## config.mk

```make
export PLATFORM = sky130hd
export DESIGN_NAME = alu_sequencer_flat
export DESIGN_NICKNAME = d
export VERILOG_FILES = /design/src/rtl/alu_sequencer_if.sv /design/src/rtl/alu_sequencer.sv /design/src/flat_wrapper.sv
export SDC_FILE = /design/constraint.sdc
export NUM_CORES = 1
export LEC_CHECK = 0
export ABC_AREA = 1
export CAP_MARGIN = 20
export CORE_ASPECT_RATIO = 0.8
export CORE_MARGIN = 1.5
export CORE_UTILIZATION = 35
export CTS_BUF_LIST = sky130_fd_sc_hd__clkbuf_4 sky130_fd_sc_hd__clkbuf_8 sky130_fd_sc_hd__clkbuf_16
export DETAILED_ROUTE_END_ITERATION = 8
export PLACE_DENSITY = 0.71
export SLEW_MARGIN = 10
export SYNTH_ARGS = -nofsm -noshare
export SYNTH_HDL_FRONTEND = slang
export SYNTH_SLANG_ARGS = --single-unit
```

## constraint.sdc

```tcl
create_clock -name clk -period 1.6 [get_ports clk]
set_input_delay 0.16 -clock clk [delete_from_list [all_inputs] [get_ports clk]]
set_output_delay 0.16 -clock clk [all_outputs]
set_load 0.02 [all_outputs]
```

## src/rtl/alu_sequencer_if.sv

```systemverilog
// -----------------------------------------------------------------------------
// alu_sequencer_if
// Bundles the three handshakes of the ALU issue controller:
//   - instruction side : InstrValid / InstrReady / Instr / OpA / OpB
//   - ALU side         : AluA / AluB / AluOp out, AluResult / AluCarry in
//   - result side      : ResultValid / ResultReady / Result / Flags {Z,N,C}
//   - status           : Busy
// Modports:
//   master - the sequencer (alu_sequencer)
//   slave  - the surrounding decode / ALU / writeback logic
// -----------------------------------------------------------------------------
interface alu_sequencer_if;
  logic        InstrValid;
  logic        InstrReady;
  logic [15:0] Instr;
  logic [15:0] OpA;
  logic [15:0] OpB;

  logic [15:0] AluA;
  logic [15:0] AluB;
  logic [6:0]  AluOp;
  logic [15:0] AluResult;
  logic        AluCarry;

  logic        ResultValid;
  logic        ResultReady;
  logic [15:0] Result;
  logic [2:0]  Flags;

  logic        Busy;

  modport master (
    input  InstrValid, Instr, OpA, OpB, AluResult, AluCarry, ResultReady,
    output InstrReady, AluA, AluB, AluOp, ResultValid, Result, Flags, Busy
  );

  modport slave (
    output InstrValid, Instr, OpA, OpB, AluResult, AluCarry, ResultReady,
    input  InstrReady, AluA, AluB, AluOp, ResultValid, Result, Flags, Busy
  );
endinterface

```

## src/rtl/alu_sequencer.sv

```systemverilog
// -----------------------------------------------------------------------------
// alu_sequencer
// Multi-cycle issue controller for the 16-bit ALU. Accepts an instruction and
// two operands, decodes a one-hot ALU op, runs the ALU once (ADD/SUB/AND/OR/
// NOT) or Instr[3:0] times as a 1-bit shifter (SHL/SHR), and returns the result
// with {Z,N,C} flags on a valid/ready handshake.
//
// Ports:
//   clk  - rising-edge clock
//   rst  - synchronous, active-high reset
//   bus  - alu_sequencer_if.master (instruction, ALU and result handshakes)
//
// Optional feature macro: ALU_SEQ_BYPASS_EN
//   defined   - InstrReady is also asserted in DONE while ResultReady is high,
//               so a result handshake and a new accept can share one edge.
//   undefined - DONE always returns to IDLE first (one idle bubble).
// -----------------------------------------------------------------------------
module alu_sequencer (
  input  logic            clk,
  input  logic            rst,
  alu_sequencer_if.master bus
);

  localparam logic [6:0] OP_NOP = 7'b0000000;
  localparam logic [6:0] OP_ADD = 7'b0000001;
  localparam logic [6:0] OP_SUB = 7'b0000010;
  localparam logic [6:0] OP_AND = 7'b0000100;
  localparam logic [6:0] OP_OR  = 7'b0001000;
  localparam logic [6:0] OP_NOT = 7'b0010000;
  localparam logic [6:0] OP_SHR = 7'b0100000;
  localparam logic [6:0] OP_SHL = 7'b1000000;

  typedef enum logic [1:0] {IDLE, EXEC, SHIFT, DONE} state_t;

  // Priority decode: earlier patterns shadow later ones (e.g. 1000x is SUB
  // before any 100xx logic op is considered).
  function automatic logic [6:0] decode(input logic [15:0] instr);
    if (instr[15:12] == 4'b1000)       return OP_SUB;
    else if (instr[15:11] == 5'b10011) return OP_AND;
    else if (instr[15:11] == 5'b10010) return OP_OR;
    else if (instr[15:11] == 5'b10110) return OP_NOT;
    else if (instr[15:11] == 5'b10101) return OP_SHR;
    else if (instr[15:11] == 5'b10100) return OP_SHL;
    else if (!instr[15] || (instr[15:14] == 2'b11 && instr[13:11] != 3'b111))
                                       return OP_ADD;
    else                               return OP_NOP;
  endfunction

  function automatic logic [2:0] flags_of(input logic [15:0] r, input logic c);
    return {(r == 16'h0000), r[15], c};
  endfunction

  state_t      state;
  logic [15:0] alu_a;        // doubles as the shift working register
  logic [15:0] alu_b;
  logic [6:0]  alu_op;
  logic [15:0] result;
  logic [2:0]  flags;
  logic        result_valid;
  logic        busy;
  logic [3:0]  count;        // shift steps still to perform

  logic [6:0]  dec_op;
  logic [3:0]  dec_shamt;
  logic        dec_shift;
  logic        instr_ready;
  logic        accept;

  assign dec_op    = decode(bus.Instr);
  assign dec_shamt = bus.Instr[3:0];
  assign dec_shift = (dec_op == OP_SHL) || (dec_op == OP_SHR);

`ifdef ALU_SEQ_BYPASS_EN
  // Ready in DONE only when the result leaves on the same edge.
  assign instr_ready = (state == IDLE) || (state == DONE && bus.ResultReady);
`else
  assign instr_ready = (state == IDLE);
`endif

  // An accept in DONE implies ResultReady, so it also completes the result
  // handshake; one accept path serves both IDLE and DONE.
  assign accept = bus.InstrValid && instr_ready;

  always_ff @(posedge clk) begin
    // NOTE: state registers use non-blocking assignments so every branch
    // below reads the pre-edge values regardless of statement order.
    if (rst) begin
      state        <= IDLE;
      alu_a        <= '0;
      alu_b        <= '0;
      alu_op       <= OP_NOP;
      result       <= '0;
      flags        <= '0;
      result_valid <= 1'b0;
      busy         <= 1'b0;
      count        <= '0;
    end else if (accept) begin
      busy  <= 1'b1;
      count <= dec_shamt;
      if (dec_op == OP_NOP || (dec_shift && dec_shamt == 4'd0)) begin
        // Nothing for the ALU to do: pass OpA straight through.
        state        <= DONE;
        alu_a        <= '0;
        alu_b        <= '0;
        alu_op       <= OP_NOP;
        result       <= bus.OpA;
        flags        <= flags_of(bus.OpA, 1'b0);
        result_valid <= 1'b1;
      end else begin
        state        <= dec_shift ? SHIFT : EXEC;
        alu_a        <= bus.OpA;
        alu_b        <= dec_shift ? 16'h0000 : bus.OpB;
        alu_op       <= dec_op;
        result_valid <= 1'b0;
      end
    end else begin
      unique case (state)
        EXEC: begin
          state        <= DONE;
          alu_a        <= '0;
          alu_b        <= '0;
          alu_op       <= OP_NOP;
          result       <= bus.AluResult;
          flags        <= flags_of(bus.AluResult, bus.AluCarry);
          result_valid <= 1'b1;
        end
        SHIFT: begin
          count <= count - 4'd1;
          if (count == 4'd1) begin
            // Last step: the ALU output is the final shifted value and
            // AluCarry is the last bit shifted out.
            state        <= DONE;
            alu_a        <= '0;
            alu_op       <= OP_NOP;
            result       <= bus.AluResult;
            flags        <= flags_of(bus.AluResult, bus.AluCarry);
            result_valid <= 1'b1;
          end else begin
            alu_a <= bus.AluResult;
          end
        end
        DONE: begin
          if (bus.ResultReady) begin
            state        <= IDLE;
            result_valid <= 1'b0;
            busy         <= 1'b0;
          end
        end
        default: ;  // IDLE without InstrValid: hold
      endcase
    end
  end

  assign bus.InstrReady  = instr_ready;
  assign bus.AluA        = alu_a;
  assign bus.AluB        = alu_b;
  assign bus.AluOp       = alu_op;
  assign bus.Result      = result;
  assign bus.Flags       = flags;
  assign bus.ResultValid = result_valid;
  assign bus.Busy        = busy;

endmodule

```

## src/flat_wrapper.sv

```systemverilog
// flat-port wrapper written by rule: the top's interface ports become plain ports
module alu_sequencer_flat 
  (clk, rst, bus_InstrValid, bus_Instr, bus_OpA, bus_OpB, bus_AluResult, bus_AluCarry, bus_ResultReady, bus_InstrReady, bus_AluA, bus_AluB, bus_AluOp, bus_ResultValid, bus_Result, bus_Flags, bus_Busy);
  alu_sequencer_if bus_i ();
  input  logic clk;
  input  logic rst;
  input wire logic [$bits(bus_i.InstrValid)-1:0] bus_InstrValid;
  input wire logic [$bits(bus_i.Instr)-1:0] bus_Instr;
  input wire logic [$bits(bus_i.OpA)-1:0] bus_OpA;
  input wire logic [$bits(bus_i.OpB)-1:0] bus_OpB;
  input wire logic [$bits(bus_i.AluResult)-1:0] bus_AluResult;
  input wire logic [$bits(bus_i.AluCarry)-1:0] bus_AluCarry;
  input wire logic [$bits(bus_i.ResultReady)-1:0] bus_ResultReady;
  output wire logic [$bits(bus_i.InstrReady)-1:0] bus_InstrReady;
  output wire logic [$bits(bus_i.AluA)-1:0] bus_AluA;
  output wire logic [$bits(bus_i.AluB)-1:0] bus_AluB;
  output wire logic [$bits(bus_i.AluOp)-1:0] bus_AluOp;
  output wire logic [$bits(bus_i.ResultValid)-1:0] bus_ResultValid;
  output wire logic [$bits(bus_i.Result)-1:0] bus_Result;
  output wire logic [$bits(bus_i.Flags)-1:0] bus_Flags;
  output wire logic [$bits(bus_i.Busy)-1:0] bus_Busy;
  assign bus_i.InstrValid = bus_InstrValid;
  assign bus_i.Instr = bus_Instr;
  assign bus_i.OpA = bus_OpA;
  assign bus_i.OpB = bus_OpB;
  assign bus_i.AluResult = bus_AluResult;
  assign bus_i.AluCarry = bus_AluCarry;
  assign bus_i.ResultReady = bus_ResultReady;
  assign bus_InstrReady = bus_i.InstrReady;
  assign bus_AluA = bus_i.AluA;
  assign bus_AluB = bus_i.AluB;
  assign bus_AluOp = bus_i.AluOp;
  assign bus_ResultValid = bus_i.ResultValid;
  assign bus_Result = bus_i.Result;
  assign bus_Flags = bus_i.Flags;
  assign bus_Busy = bus_i.Busy;
  alu_sequencer u_core (.clk(clk), .rst(rst), .bus(bus_i));
endmodule
```

* After elaboration in Yosys (flattened, before gate mapping)
Cells that the tools add are included.
** Word-level totals
- Register bits :: 66
- Latch bits :: 0
- RAM bits :: 0
- Bits in read-only memories :: 0
- Input port bits :: 69
- Output and inout bits :: 61
- Memories kept :: 0
** Cells by class
- Add/sub/neg operators :: 1
- Multiply operators :: 0
- Div/mod/pow operators :: 0
- Order comparisons :: 0
- Equality and inequality tests :: 17
- Shift-type cells :: 0
- Muxes and demuxes :: 42
- Bitwise logic cells :: 0
- Reduce and logical (&&, ||, !) cells :: 22
** Operators by type and width (number)
- $mux 16 :: 10
- $pmux 16 s2 :: 2
- $mux 7 :: 9
- $logic_not 16->1 :: 2
- $eq 5x5->1 const B :: 5
- $pmux 7 s2 :: 1
- $mux 2 :: 5
- $mux 3 :: 3
- $mux 4 :: 2
- $reduce_bool 2->1 :: 4
- $eq 7x6->1 const B :: 1
- $eq 7x7->1 const B :: 1
- $logic_not 7->1 :: 1
- $mux 1 :: 7
- $eq 2x2->1 const B :: 3
- $pmux 2 s3 :: 1
- $pmux 3 s2 :: 1
- $reduce_and 3->1 :: 2
- $eq 4x1->1 const B :: 1
- $eq 4x4->1 const B :: 1
- $logic_not 4->1 :: 1
- $reduce_and 2->1 :: 2
- $reduce_bool 4->1 :: 1
- $sub 4x1->4 const B :: 1
- 11 further kinds :: 15

* Depth between registers and ports, before layout
Gate-level depths: netlist of run 1.
- Depth in word-level cells :: 16
- Mapped depth :: 12
- Mapped depth without buffers :: 12

* Least setup slack after synthesis of run 1
Ideal clock, no wire load.
- Path type :: reg2reg
- Start point :: register u_core.state[0]
- End point :: register u_core.flags[1] (netlist: u_core.bus.Flags[1])
- Setup time :: 0.115 ns
- Arrival time :: 1.604 ns
- Required time :: 1.485 ns
- Setup slack :: -0.119 ns
- Cell stages (with the launch flop) :: 12
- Path buffers :: 1
- Period minus slack after synthesis :: 1.719 ns
- Cell sequence :: dfxtp_1 > inv_1 > ha_1 > nand2_4 > inv_4 > nor2_2 > inv_2 > nand2_4 > inv_2 > buf_4 > a21oi_1 > nor2_1
** Between the ends
- Cells in the longest elaborated chain, start to end :: 4
** Ends and longest elaborated chain
- start: declaration :: line alu_sequencer.sv:53 : state_t state;
- start signal: assignment :: line alu_sequencer.sv:110 : state <= dec_shift ? SHIFT : EXEC;
- $logic_not 2->1 * :: line alu_sequencer.sv:77 : assign instr_ready = (state == IDLE);
- net bus_InstrReady :: line flat_wrapper.sv:14 : output wire logic [$bits(bus_i.InstrReady)-1:0] bus_InstrReady;
- $logic_and 1x1->1 * :: line alu_sequencer.sv:82 : assign accept = bus.InstrValid && instr_ready;
- $ne 3x1->1 (no line) (tied with other cells)
- $reduce_and 3->1 (no line)
- end signal: assignment :: line alu_sequencer.sv:107 : flags <= flags_of(bus.OpA, 1'b0);
- end signal: assignment :: line alu_sequencer.sv:124 : flags <= flags_of(bus.AluResult, bus.AluCarry);
- end signal: assignment :: line alu_sequencer.sv:136 : flags <= flags_of(bus.AluResult, bus.AluCarry);
- end: declaration :: line alu_sequencer.sv:58 : logic [2:0] flags;
The timed path passes the listed nets; every way through them passes the cells marked *.
A chain may end at the register's enable or synchronous reset.

* Worst setup path in the final report of run 1
- Start point :: register u_core.state[0]
- End point :: register u_core.result[0] (netlist: u_core.bus.Result[0])
** Between the ends
- Cells in the longest elaborated chain, start to end :: 4
** Ends and longest elaborated chain
- $logic_not 2->1 :: line alu_sequencer.sv:77
- $logic_and 1x1->1 :: line alu_sequencer.sv:82
- $ne 3x1->1 (no line) (tied with other cells)
- $reduce_and 3->1 (no line)
- end signal: assignment :: line alu_sequencer.sv:106 : result <= bus.OpA;
- end signal: assignment :: line alu_sequencer.sv:123 : result <= bus.AluResult;
- end signal: assignment :: line alu_sequencer.sv:135 : result <= bus.AluResult;
- end: declaration :: line alu_sequencer.sv:57 : logic [15:0] result;
Several ways; a longest one is shown, not always the timed one.

==> out/qor.txt, run 1 <==
================================================================================
Root buffer selected by CTS                                            clkbuf_16
Critical path fanouts, max                                                     7
CP endpoint kind                                                       flip-flop
I/O pin count                                                                130
Sequential element share of the synthesized area                           0.378
Share of post-route cells with drive strength above 1                      0.159
Maximum clock rate                                                       631 MHz
Cell area after synthesis                                               3440 µm²
Vert. Die Dim                                                            91.7 µm
Maximum buffer depth of the clock tree                                         2
Routed wire per std cell                                                 14.4 µm
Number of max-cap violations                                                   0
HP Start                                                             bus_OpA[14]
Flop2flop setup slack                                                      10 ps
Total Routed Length                                                      11.1 mm
Area Growth Syn to Fin                                                     61.2%
Number of antenna violations at the first check in global routing              0
Net total in the final layout                                                723
Count of vias placed by the detailed router                                 3841
Clock-pin slew on the worst setup and hold paths                           60 ps
Gate count of the mapped netlist                                             503
Clock insertion delay at the later pin of the skew report                 330 ps
Die area                                                               10400 µm²
Starting DRT DRC Count                                                       324
TritonCTS sink count                                                          65
Gr ovfl total                                                                  0
Hold path depth                                                                3
Max_slew headroom                                                          0.742
Die Span X                                                                114 µm
Depth of the worst register-to-register path                                  12
H-tree levels                                                                  3
Global-route wire length before repair                                   17.3 mm
Reg-to-reg startpoint                                               u_core.state[0]
FP Rows                                                                       32
Vias in the first global route                                              3683
Count of yosys warnings during synthesis                                       0
Final-report setup violation count                                             0
Placeable core region                                                   9610 µm²
Clock buffers created by TritonCTS                                             9
Setup repair after global routing missed its margin                         true
Type of element launching the critical path                            flip-flop
Peak supply drop                                                          861 µV
Cell area reported after detailed placement                             4980 µm²
Ratio of final minimum period to clock period                              0.991
Area occupied by multi-input gates                                      1860 µm²
Syn nets                                                                     578
Dpl hpwl                                                                 7.44 mm
Final estimated routing congestion in global placement                     0.900
Fin. max-slew vios                                                             0
Quantity of I/O buffers inserted on ports                                    122
#FFs+latches synth                                                            65
Average via count per standard cell                                         4.98
Number of remaining DRC errors                                                 0
Setup CP Type                                                            reg2reg
Power density of the placed cells                                    1740 nW/µm²
Total of fill cells in the finished design                                   879
Setup tns final                                                             0 ps
Transition at the pin with the smallest max-transition slack              387 ps
Worst setup slack after placement                                        -304 ps
Ant. Diodes                                                                    0
Critical Path AT                                                         1810 ps
Lkg Pwr                                                                  2.36 nW
Sequential cell area                                                    1300 µm²
Starting Density                                                           0.358
Final Hold Vio Count                                                           0
FF-to-FF End                                                        u_core.bus.Result[0]
Result of the run                                                      completed
Number of iterations in the first detailed-routing pass                        5
Data required time at the worst endpoint                                 1820 ps
Post-synth cell types                                                         27
Worst path setup slack after routing                                     14.2 ps
Hold EP                                                             u_core.bus.AluA[14]
CTS tree                                                                     yes
Time the final worst path needs with I/O delays and setup                1590 ps
Synthesized area per cell                                               6.84 µm²
Maximum number of pins on one net before global-route repair                  44
Global-route usage over all layers                                         0.206
Post-route cell area                                                    5550 µm²
Largest clock skew in the final design                                   7.59 ps
Hold Path Class                                                           in2reg
Routed Antenna Nets                                                            0
================================================================================
[routing by layer]
| layer | routed length, µm | track usage | part of all wire | up-vias |
|---|---|---|---|---|
| met5 | 0 | 0 | 0 | - |
| met4 | 67 | 0.0469 | 0.0060 | 0 |
| met2 | 5210 | 0.351 | 0.47 | 155 |
| met1 | 4840 | 0.254 | 0.43 | 1751 |
| met3 | 1010 | 0.0641 | 0.091 | 8 |
| li1 | - | - | - | 1927 |
[critical path, cell delays in order, from the launching register on]
cell and delay [ps]:
dfxtp_2 340, inv_2 50, ha_4 160, nand2_4 70, inv_4 40, buf_6 120, nor2_4 110, nand2_4 90
nand2_4 100, inv_8 50, clkbuf_16 160, a21oi_2 120, nor2_1 50
[cells in the mapped netlist]
library cell | number | area (µm²)
nand3_1 | 27 | 135
buf_6 | 3 | 33.8
or2_2 | 3 | 18.8
inv_4 | 1 | 6.26
xor2_1 | 1 | 8.76
inv_2 | 3 | 11.3
o22ai_1 | 2 | 12.5
o211ai_1 | 1 | 7.51
clkbuf_1 | 10 | 37.5
nand3b_1 | 31 | 233
ha_1 | 6 | 75.1
buf_2 | 14 | 70.1
nor2_4 | 1 | 11.3
nand4_2 | 1 | 12.5
inv_1 | 53 | 199
nor3_1 | 5 | 25.0
nand2_1 | 105 | 394
buf_4 | 4 | 30.0
o21ai_0 | 54 | 270
dfxtp_1 | 65 | 1300
nand4_1 | 3 | 18.8
a21boi_2 | 1 | 11.3
nand2_4 | 3 | 33.8
nor2_2 | 2 | 12.5
nor2_1 | 43 | 161
nand3_2 | 1 | 10.0
a21oi_1 | 60 | 300
[layout by cell type (no fill, tap or decap), types with 3 or more instances in the layout]
| cell type | netlist | layout |
|---|---|---|
| nor3_1 | 5 | 5 |
| buf_6 | 3 | 3 |
| or2_2 | 3 | 3 |
| nor2_4 | 1 | 3 |
| nand3b_1 | 31 | 31 |
| buf_4 | 4 | 29 |
| clkbuf_16 | 0 | 12 |
| nor2_1 | 43 | 42 |
| nand2_1 | 105 | 104 |
| clkdlybuf4s50_1 | 0 | 121 |
| a21oi_1 | 60 | 45 |
| o21ai_0 | 54 | 38 |
| o21ai_2 | 0 | 4 |
| o21ai_1 | 0 | 12 |
| nand2_4 | 3 | 3 |
| buf_12 | 0 | 8 |
| inv_2 | 3 | 5 |
| ha_1 | 6 | 5 |
| dfxtp_1 | 65 | 63 |
| nand4_1 | 3 | 3 |
| nand3_1 | 27 | 26 |
| a21oi_2 | 0 | 15 |
| inv_6 | 0 | 3 |
| inv_1 | 53 | 50 |
[how the worst max path moves through the flow]
stage / start / end / slack, ps / cells after the start
2_1_floorplan: u_core.state[0] / u_core.bus.Flags[1] / 2 / 11
3_3_place_gp: bus_InstrValid / u_core.bus.AluB[9] / -200 / 6
3_5_place_dp: bus_InstrValid / u_core.bus.AluB[11] / -300 / 6
4_1_cts: u_core.state[0] / u_core.bus.Flags[1] / 8 / 12
5_1_grt: u_core.state[0] / u_core.bus.Result[0] / -60 / 12
6_report: u_core.state[0] / u_core.bus.Result[0] / 10 / 12
[metrics by stage]
step	utilization	power, mW	hold WS (ps)	instances
4_1_cts	0.552	8.91	436	762
3_5_place_dp	0.518	6.78	454	745
2_1_floorplan	-	5.04	301	503
5_1_grt	0.577	10.3	443	772
6_report	0.577	9.64	430	772
3_3_place_gp	0.518	6.69	450	745
[sequential cells by signal (all words and copies together), names as in the netlist]
name,flops
u_core.bus.AluB,16
u_core.bus.AluOp,7
u_core.bus.Busy,1
u_core.bus.ResultValid,1
u_core.bus.Flags,3
u_core.state,2
u_core.count,4
u_core.bus.AluA,16
u_core.bus.Result,15
[kinds of logic (layout without fill, tap and decap cells)]
| kind of cell | Yosys count | in the layout | share of synthesized area |
|---|---|---|---|
| AND/OR/NAND/NOR | 225 | 225 | 0.310 |
| AO/OA/AOI/OAI | 118 | 118 | 0.175 |
| buffers and inverters | 88 | 238 | 0.113 |
| flip-flops | 65 | 65 | 0.378 |
| adder cells (fa/ha/maj) | 6 | 6 | 0.0218 |
| XOR/XNOR | 1 | 1 | 0.00255 |
[area by class of cell]
cell class                 count  share of cell area
tap                          119              0.0268
clock inverter                 7              0.0140
multi-input combinational    350               0.334
clock buffer                   9              0.0406
inverter                      57              0.0404
timing repair buffer         165               0.309
sequential                    65               0.235
[timing repair]
item / in CTS / in global routing
pin swaps: 1 / 11
resized for setup: 13 / 44
setup buffers: 1 / 6
gates cloned: 0 / 4
setup endpoints to repair: 49 / 55
hold buffers: 0 / 0
[power breakdown]
part / switching, mW / leakage (nW) / internal, mW
combinational: 2.80 / 1.67 / 2.48
clock: 0.808 / 0.147 / 1.22
sequential: 0.254 / 0.535 / 2.07
total: 3.86 / 2.36 / 5.78
(Power assumes the default switching activity.)
==> run 2: changes to the inputs <==
CTS_CLUSTER_SIZE = 10   (was not set)
==> results of run 2 <==
Final layout, timing and power as in run 1 (identical DEF).
